--- config.mk ---
export PLATFORM = sky130hd
export DESIGN_NAME = shift_left_iter_flat
export DESIGN_NICKNAME = d
export VERILOG_FILES = /design/src/rtl/shift_left_iter_pkg.sv /design/src/rtl/shift_left_iter_if.sv /design/src/rtl/shift_left_iter_shift_left2.sv /design/src/rtl/shift_left_iter.sv /design/src/flat_wrapper.sv
export SDC_FILE = /design/constraint.sdc
export NUM_CORES = 1
export LEC_CHECK = 0
export BUFFER_PORTS_ARGS = -buffer_cell sky130_fd_sc_hd__buf_4
export CAP_MARGIN = 20
export CORE_AREA = 2 2 72 57
export DETAILED_ROUTE_END_ITERATION = 6
export DIE_AREA = 0 0 74 59
export PLACE_DENSITY_LB_ADDON = 0.3
export SETUP_SLACK_MARGIN = 0.15
export SYNTH_ARGS = -nofsm -noshare
export SYNTH_HDL_FRONTEND = slang
export SYNTH_SLANG_ARGS = --single-unit
--- constraint.sdc ---
create_clock -name clk -period 3.21 [get_ports clk]
set_input_delay 0.1605 -clock clk [delete_from_list [all_inputs] [get_ports clk]]
set_output_delay 0.1605 -clock clk [all_outputs]
set_load 0.01 [all_outputs]
--- src/rtl/shift_left_iter_pkg.sv ---
// Shared types and constants for the iterative left shifter/rotator.
package shl_pkg;

  typedef enum logic [1:0] {
    IDLE = 2'b00,
    BUSY = 2'b01,
    DONE = 2'b10
  } state_t;

  localparam logic OP_SLL = 1'b0;
  localparam logic OP_ROL = 1'b1;

endpackage

--- src/rtl/shift_left_iter_if.sv ---
// Request/response handshake bundle for shift_left_iter.
// out_ovf exists only when SHL_OVF_FLAG_EN is defined.
interface shift_left_iter_if #(
  parameter int WIDTH = 16,
  parameter int CNT_W = 4
);

  logic             in_valid;
  logic             in_ready;
  logic [WIDTH-1:0] in_data;
  logic [CNT_W-1:0] in_cnt;
  logic             in_op;
  logic             out_valid;
  logic             out_ready;
  logic [WIDTH-1:0] out_data;
`ifdef SHL_OVF_FLAG_EN
  logic             out_ovf;

  modport master (
    output in_valid, in_data, in_cnt, in_op, out_ready,
    input  in_ready, out_valid, out_data, out_ovf
  );

  modport slave (
    input  in_valid, in_data, in_cnt, in_op, out_ready,
    output in_ready, out_valid, out_data, out_ovf
  );
`else
  modport master (
    output in_valid, in_data, in_cnt, in_op, out_ready,
    input  in_ready, out_valid, out_data
  );

  modport slave (
    input  in_valid, in_data, in_cnt, in_op, out_ready,
    output in_ready, out_valid, out_data
  );
`endif

endinterface

--- src/rtl/shift_left_iter_shift_left2.sv ---
// One datapath step: shift or rotate left by 1 or 2 bits.
// ShOut carries the bits leaving the MSB end (right-aligned when Two=0).
module shift_left2 #(
  parameter int WIDTH = 16
) (
  input  logic [WIDTH-1:0] In,
  input  logic             Two,
  input  logic             Rot,
  output logic [WIDTH-1:0] Out,
  output logic [1:0]       ShOut
);

  always_comb begin
    Out   = '0;
    ShOut = '0;
    if (Two) begin
      ShOut = In[WIDTH-1:WIDTH-2];
      Out   = {In[WIDTH-3:0], (Rot ? In[WIDTH-1:WIDTH-2] : 2'b00)};
    end else begin
      ShOut = {1'b0, In[WIDTH-1]};
      Out   = {In[WIDTH-2:0], (Rot & In[WIDTH-1])};
    end
  end

endmodule

--- src/rtl/shift_left_iter.sv ---
// Multi-cycle left shifter/rotator, up to 2 bits per cycle, valid/ready in and out.
// Define SHL_OVF_FLAG_EN to add the sticky logical-shift overflow flag (out_ovf).
module shift_left_iter
  import shl_pkg::*;
#(
  parameter int WIDTH = 16,
  parameter int CNT_W = 4
) (
  input  logic                clk,
  input  logic                rst_n,
  shift_left_iter_if.slave    bus
);

  state_t           state;
  logic [WIDTH-1:0] data_reg;
  logic [WIDTH-1:0] shifted;
  logic [CNT_W-1:0] rem_cnt;
  logic [CNT_W-1:0] next_cnt;
  logic             op_reg;
  logic             two;

  assign two      = (rem_cnt >= CNT_W'(2));
  assign next_cnt = rem_cnt - (two ? CNT_W'(2) : CNT_W'(1));

`ifdef SHL_OVF_FLAG_EN
  logic [1:0] sh_out;
  logic       ovf_reg;
`else
  logic [1:0] sh_out_unused;
`endif

  shift_left2 #(.WIDTH(WIDTH)) u_shift (
    .In    (data_reg),
    .Two   (two),
    .Rot   (op_reg == OP_ROL),
    .Out   (shifted),
`ifdef SHL_OVF_FLAG_EN
    .ShOut (sh_out)
`else
    .ShOut (sh_out_unused)
`endif
  );

  always_ff @(posedge clk or negedge rst_n) begin
    if (!rst_n) begin
      state    <= IDLE;
      data_reg <= '0;
      rem_cnt  <= '0;
      op_reg   <= OP_SLL;
`ifdef SHL_OVF_FLAG_EN
      ovf_reg  <= 1'b0;
`endif
    end else begin
      case (state)
        IDLE: begin
          if (bus.in_valid) begin
            data_reg <= bus.in_data;
            rem_cnt  <= bus.in_cnt;
            op_reg   <= bus.in_op;
`ifdef SHL_OVF_FLAG_EN
            ovf_reg  <= 1'b0;
`endif
            state    <= (bus.in_cnt == '0) ? DONE : BUSY;
          end
        end
        BUSY: begin
          data_reg <= shifted;
          rem_cnt  <= next_cnt;
`ifdef SHL_OVF_FLAG_EN
          // Only logical shifts lose bits; rotates recirculate them.
          ovf_reg  <= ovf_reg | ((op_reg == OP_SLL) & (|sh_out));
`endif
          if (next_cnt == '0) state <= DONE;
        end
        DONE: begin
          if (bus.out_ready) state <= IDLE;
        end
        default: state <= IDLE;
      endcase
    end
  end

  assign bus.in_ready  = (state == IDLE);
  assign bus.out_valid = (state == DONE);
  assign bus.out_data  = (state == DONE) ? data_reg : '0;
`ifdef SHL_OVF_FLAG_EN
  assign bus.out_ovf   = (state == DONE) & ovf_reg;
`endif

endmodule

--- src/flat_wrapper.sv ---
// flat-port wrapper written by rule: the top's interface ports become plain ports
module shift_left_iter_flat import shl_pkg::*;
#(
  parameter int WIDTH = 16,
  parameter int CNT_W = 4
)
  (clk, rst_n, bus_in_valid, bus_in_data, bus_in_cnt, bus_in_op, bus_out_ready, bus_in_ready, bus_out_valid, bus_out_data);
  shift_left_iter_if #(.WIDTH(WIDTH), .CNT_W(CNT_W)) bus_i ();
  input  logic clk;
  input  logic rst_n;
  input wire logic [$bits(bus_i.in_valid)-1:0] bus_in_valid;
  input wire logic [$bits(bus_i.in_data)-1:0] bus_in_data;
  input wire logic [$bits(bus_i.in_cnt)-1:0] bus_in_cnt;
  input wire logic [$bits(bus_i.in_op)-1:0] bus_in_op;
  input wire logic [$bits(bus_i.out_ready)-1:0] bus_out_ready;
  output wire logic [$bits(bus_i.in_ready)-1:0] bus_in_ready;
  output wire logic [$bits(bus_i.out_valid)-1:0] bus_out_valid;
  output wire logic [$bits(bus_i.out_data)-1:0] bus_out_data;
  assign bus_i.in_valid = bus_in_valid;
  assign bus_i.in_data = bus_in_data;
  assign bus_i.in_cnt = bus_in_cnt;
  assign bus_i.in_op = bus_in_op;
  assign bus_i.out_ready = bus_out_ready;
  assign bus_in_ready = bus_i.in_ready;
  assign bus_out_valid = bus_i.out_valid;
  assign bus_out_data = bus_i.out_data;
  shift_left_iter #(.WIDTH(WIDTH), .CNT_W(CNT_W)) u_core (.clk(clk), .rst_n(rst_n), .bus(bus_i));
endmodule
* Yosys cells after proc, flatten, opt, wreduce, memory -nomap -nowiden
Cells that the tools add are included.
** Storage, ports and cells
- Register bits after elaboration :: 23
- Bits of input ports :: 25
- Output and inout port bits :: 18
- Word-level logic and storage cells :: 32
** Cells by class
- Add/subtract/negate cells :: 1
- $lt $le $gt $ge :: 1
- Eq/ne operators :: 5
- Mux-type cells :: 13
- Bitwise logic cells :: 1
- Reduce and logical (&&, ||, !) cells :: 7
** Operator list (number)
- two-way mux 16 bit :: 3
- one-hot mux 16 bit (2 select lines) :: 1
- two-way mux 2 bit :: 6
- logical NOT 4 bit :: 2
- one-hot mux 4 bit (2 select lines) :: 1
- one-hot mux 2 bit (3 select lines) :: 1
- greater-or-equal comparator 4 x 2 -> 1 bit, second input constant :: 1
- two-way mux 4 bit :: 1
- inequality test 2 bit, second input constant :: 2
- AND reduction 2 bit :: 2
- subtractor 4 bit :: 1
- AND reduction 3 bit :: 1
- == test 2 x 1 -> 1 bit, second input constant :: 1
- == test 2 bit, second input constant :: 1
- logical NOT 2 bit :: 1
- inequality test 2 x 1 -> 1 bit, second input constant :: 1
- nonzero test 2 bit :: 1
- bitwise AND 1 bit :: 1

* Longest topological paths before layout
- Depth after elaboration :: 6
- Depth in mapped cells :: 10
- Gate-level depth less buffers :: 8

* Hierarchy
From an unflattened synthesis, not the netlist that was laid out.
** Unflattened totals
- Cell total of the unflattened synthesis :: 166
- Area total of the unflattened synthesis :: 1591.5 um2
** By module, submodules not included
- shift_left_iter :: instances 1, cells an instance 144, area an instance 1367.6 um2
- shift_left2 :: instances 1, cells an instance 22, area an instance 224.0 um2

* Worst setup path after synthesis
OpenSTA, ideal clock, no wires.
- Kind :: reg2reg
- Start :: register u_core.rem_cnt[2]
- End :: register u_core.state[0]
- Data arrival time :: 2.250 ns
- Data required time :: 3.091 ns
- Slack :: 0.842 ns
- Cell stages (with the launch flop) :: 10
- Buffers on the path :: 2
- Cells stage by stage :: dfrtp_1 > buf_6 > nor3_4 > inv_4 > buf_2 > fa_1 > or2_1 > o21a_1 > o22a_1 > o21a_1
** On the way
- Longest elaborated chain between the ends :: 6
** RTL lines
- start, declared :: RTL line shift_left_iter.sv:17 : logic [CNT_W-1:0] rem_cnt;
- start signal, assigned :: RTL line shift_left_iter.sv:58 : rem_cnt <= bus.in_cnt;
- start signal, assigned :: RTL line shift_left_iter.sv:68 : rem_cnt <= next_cnt;
- greater-or-equal comparator 4 x 2 -> 1 bit :: RTL line shift_left_iter.sv:22 : assign two = (rem_cnt >= CNT_W'(2));
- two-way mux 2 bit :: RTL line shift_left_iter.sv:23 : assign next_cnt = rem_cnt - (two ? CNT_W'(2) : CNT_W'(1));
- subtractor 4 bit (*) :: RTL line shift_left_iter.sv:23
- logical NOT 4 bit (*) :: RTL line shift_left_iter.sv:73 : if (next_cnt == '0) state <= DONE;
- inequality test 2 x 1 -> 1 bit (no line) (*)
- AND reduction 3 bit (no line) (*)
- end signal, assigned :: RTL line shift_left_iter.sv:63 : state <= (bus.in_cnt == '0) ? DONE : BUSY;
- end, declared :: RTL line shift_left_iter.sv:14 : state_t state;
Every way passes the cells marked *; elsewhere a longest branch is shown, timed or not.
A chain may end at the register's enable or synchronous reset.

* Worst setup path after layout
- Start :: register u_core.rem_cnt[1]
- End :: register u_core.state[0]
The elaborated chain is that of the path after synthesis.

==> impl_metrics.ini <==
[power_and_ir_drop]
p_leak_nw = 0.9058
pwr-share-comb_pct = 48.5
p_sw_w = 0.0007367
power.share.switching_pct = 45.19
pwr-share-clk_pct = 11.3
ir_worst_vdd_mv = 0.3192
seq_power_share_pct = 40.2
power_density_nw_per_um2 = 838.9
internal_power_w = 0.0008935

[synthesis]
synth_top_area_share_pct = 36.86
synth.cell_area_um2 = 1561
async_flop_share_pct = 100.0
ys_top_cells_by_count = 32 x nand2_1, 23 x dfrtp_1, 19 x o22ai_1
synth.avg_cell_area_um2 = 8.262
synth_edf_count = 0
seq_area_frac_synth_pct = 36.86
ys_ff_latch = 23
synth-main-ff-cell = dfrtp_1
yosysTopAreaCell = dfrtp_1
synth_warnings = 0
yosys.area_share.adder_pct = 2.083
synth-simple-area-share_pct = 20.11
synth_top_family_by_area = compound AO/OA/AOI/OAI gates
synth_nets = 216
synth_compound_area_share_pct = 31.73
ys_top_cells_by_area = dfrtp_1 37%, o22a_1 9.5%, nand2_1 7.7%
yosysMostFrequentCell = nand2_1
synth_mux_area_share_pct = 2.003
synth_xor_area_share_pct = 0
ys_types = 35
syn-instance-count = 189

[route]
antenna_left = 0
drc = 0
routed_wl_um = 4353
dr_total_vias = 1589
drtPass1Iterations = 4
drt-initial-drc-count = 143
via_per_inst = 5.821
routedWlPerCell_um = 15.95

[worst_setup_path]
cp_max_fo = 18
crit_type = flop to flop
worstPathRequired_ps = 3370
cp_cell_sequence = nor3_4 -> buf_4 -> inv_4 -> fa_1 -> or2_1 -> o21a_1 -> o22a_1 -> o21a_1
start_kind = flop
slowest_stage = dfrtp_1
crit_top_cell = o21a_1
cp_data_arrival_time_ps = 2570
end_kind = flop
critical_path.max_stage_delay_ps = 480

[clock_network]
clkTransAtPathRegs_ps = 90
ctsResizeCount = 0
cts_setup_buffers = 0
clock_latency_ps = 270
ctsLongestPathBuffers = 2
cts_tree = done
numCtsBuffers = 3
hold_buffers = 1
cts-root-buf = clkbuf_8
cts.htree.levels = 1
numClockSinks = 23

[placed_design]
gp_congestion = 0.8475
dp_hpwl_um = 2958
placed_cells = 268
port_buffers = 42

[final_layout]
finalNonFillerCells = 273
num-nets-final = 249
fillCellCount = 348
layout-drive-gt1-share_pct = 23.98
antenna_cells = 0
areaGrowthSynthToFinish_pct = 24.44
largest_register_ff_count = 16

[sta]
finalSetupTns_ps = 0
tightest_slew_ps = 834.6
clock.fmax_mhz = 414.3
period_share_pct = 75.20
rsz0062_at_grt = no
finClkSkew_ps = 7.065
min_period_ps = 2414
setup_viol = 0
hold_viol = 0
slew_viol_final = 0
max_slew_margin_pct = 44.36

[global_routing]
gr-total-overflow = 0
track_usage_pct = 20.96
grt_first_pass_wirelength_um = 7182
grt_pass1_vias = 1573
grt_max_degree = 24
antenna_found_initial = 0

[floorplan]
fp.dieW_um = 74
die_area_um2 = 4366
top_level_ports = 43
start_util_pct = 43.50
coreArea_um2 = 3590
die_y_um = 59
num_rows = 19

[job]
max-cap-violations = 0

[hold_path]
hp-class = input pin to flop

[outcome]
status = finished, final reports clean
cells in the final DEF, fill, tap and decap left out, types with 2 or more instances in the layout:
cell,count
inv_1,5
and3_1,15
nor2_1,7
o22a_1,17
o21a_1,2
o21ai_0,7
o22ai_1,19
o211ai_1,2
a32oi_1,2
a31oi_1,14
buf_4,46
a21oi_1,6
clkbuf_8,3
nand3_1,2
dfrtp_1,23
mux2i_1,2
nand2_1,32
layout make-up:
| type | instances | area (µm²) | share of cell area, % |
|---|---|---|---|
| inverter | 6 | 25.02 | 1.288 |
| timing repair buffer | 47 | 355.3 | 18.29 |
| clock inverter | 1 | 7.507 | 0.3863 |
| clock buffer | 3 | 41.29 | 2.125 |
| tap | 52 | 65.06 | 3.348 |
| sequential | 23 | 575.6 | 29.62 |
| multi-input combinational | 141 | 873.3 | 44.95 |
metrics by stage:
| step | setup WS [ps] | area (µm²) | power (W) | hold WS (ps) | util (%) |
|---|---|---|---|---|---|
| floorplan | 841.7 | 1562 | 0.001237 | -135.1 | - |
| global placement | 867.4 | 1884 | 0.001427 | 74.12 | 52.49 |
| detailed placement | 830.4 | 1884 | 0.001441 | 69.54 | 52.49 |
| CTS | 796.3 | 1943 | 0.001627 | 126.3 | 54.13 |
| global route | 692.1 | 1943 | 0.001770 | 129.2 | 54.13 |
| finish | 796.1 | 1943 | 0.001630 | 127.4 | 54.13 |
power groups by stage:
stage                     sequential, W  clock, W  combinational (W)
final                          0.000655  0.000184           0.000791
after global routing           0.000680  0.000200           0.000890
after CTS                      0.000649  0.000186           0.000792
after detailed placement       0.000655         0           0.000786
after global placement         0.000652         0           0.000775
after floorplan                0.000556         0           0.000682
kinds of logic after synthesis:
logic type                 Yosys count
AOI/OAI and AO/OA                   72
adders and majority gates            2
and+or+nand+nor                     64
muxes                                3
buffers and inverters               25
DFF                                 23
per-layer routing:
metal  GRT usage [%]  up-vias  routed length (µm)
met5               0        -                   0
met4           4.156        0                  16
met3           4.082        2                 342
met2           31.89       65                1903
met1           31.30      745                2091
li1                -      777                   -
critical path, delay by kind of cell, from the launching register on:
kind / cells / cell delay (ps)
buffers and inverters: 2 / 380
flip-flops: 1 / 480
AO/OA/AOI/OAI: 3 / 560
adder cells (fa/ha/maj): 1 / 420
AND/OR/NAND/NOR: 2 / 460
path summary, 6_finish.rpt:
check | from | to | slack, ps | depth (start not counted)
max | u_core.rem_cnt[1] | u_core.state[0] | 800 | 8
min | bus_in_op | u_core.op_reg | 130 | 2
max reg2reg | u_core.rem_cnt[1] | u_core.state[0] | 800 | 8
min reg2reg | u_core.data_reg[13] | u_core.data_reg[13] | 570 | 2
max in group asynchronous | rst_n | u_core.data_reg[10] | 2660 | 2
min in group asynchronous | rst_n | u_core.data_reg[14] | 320 | 2
Note: power is estimated with default switching activity, not from simulation.
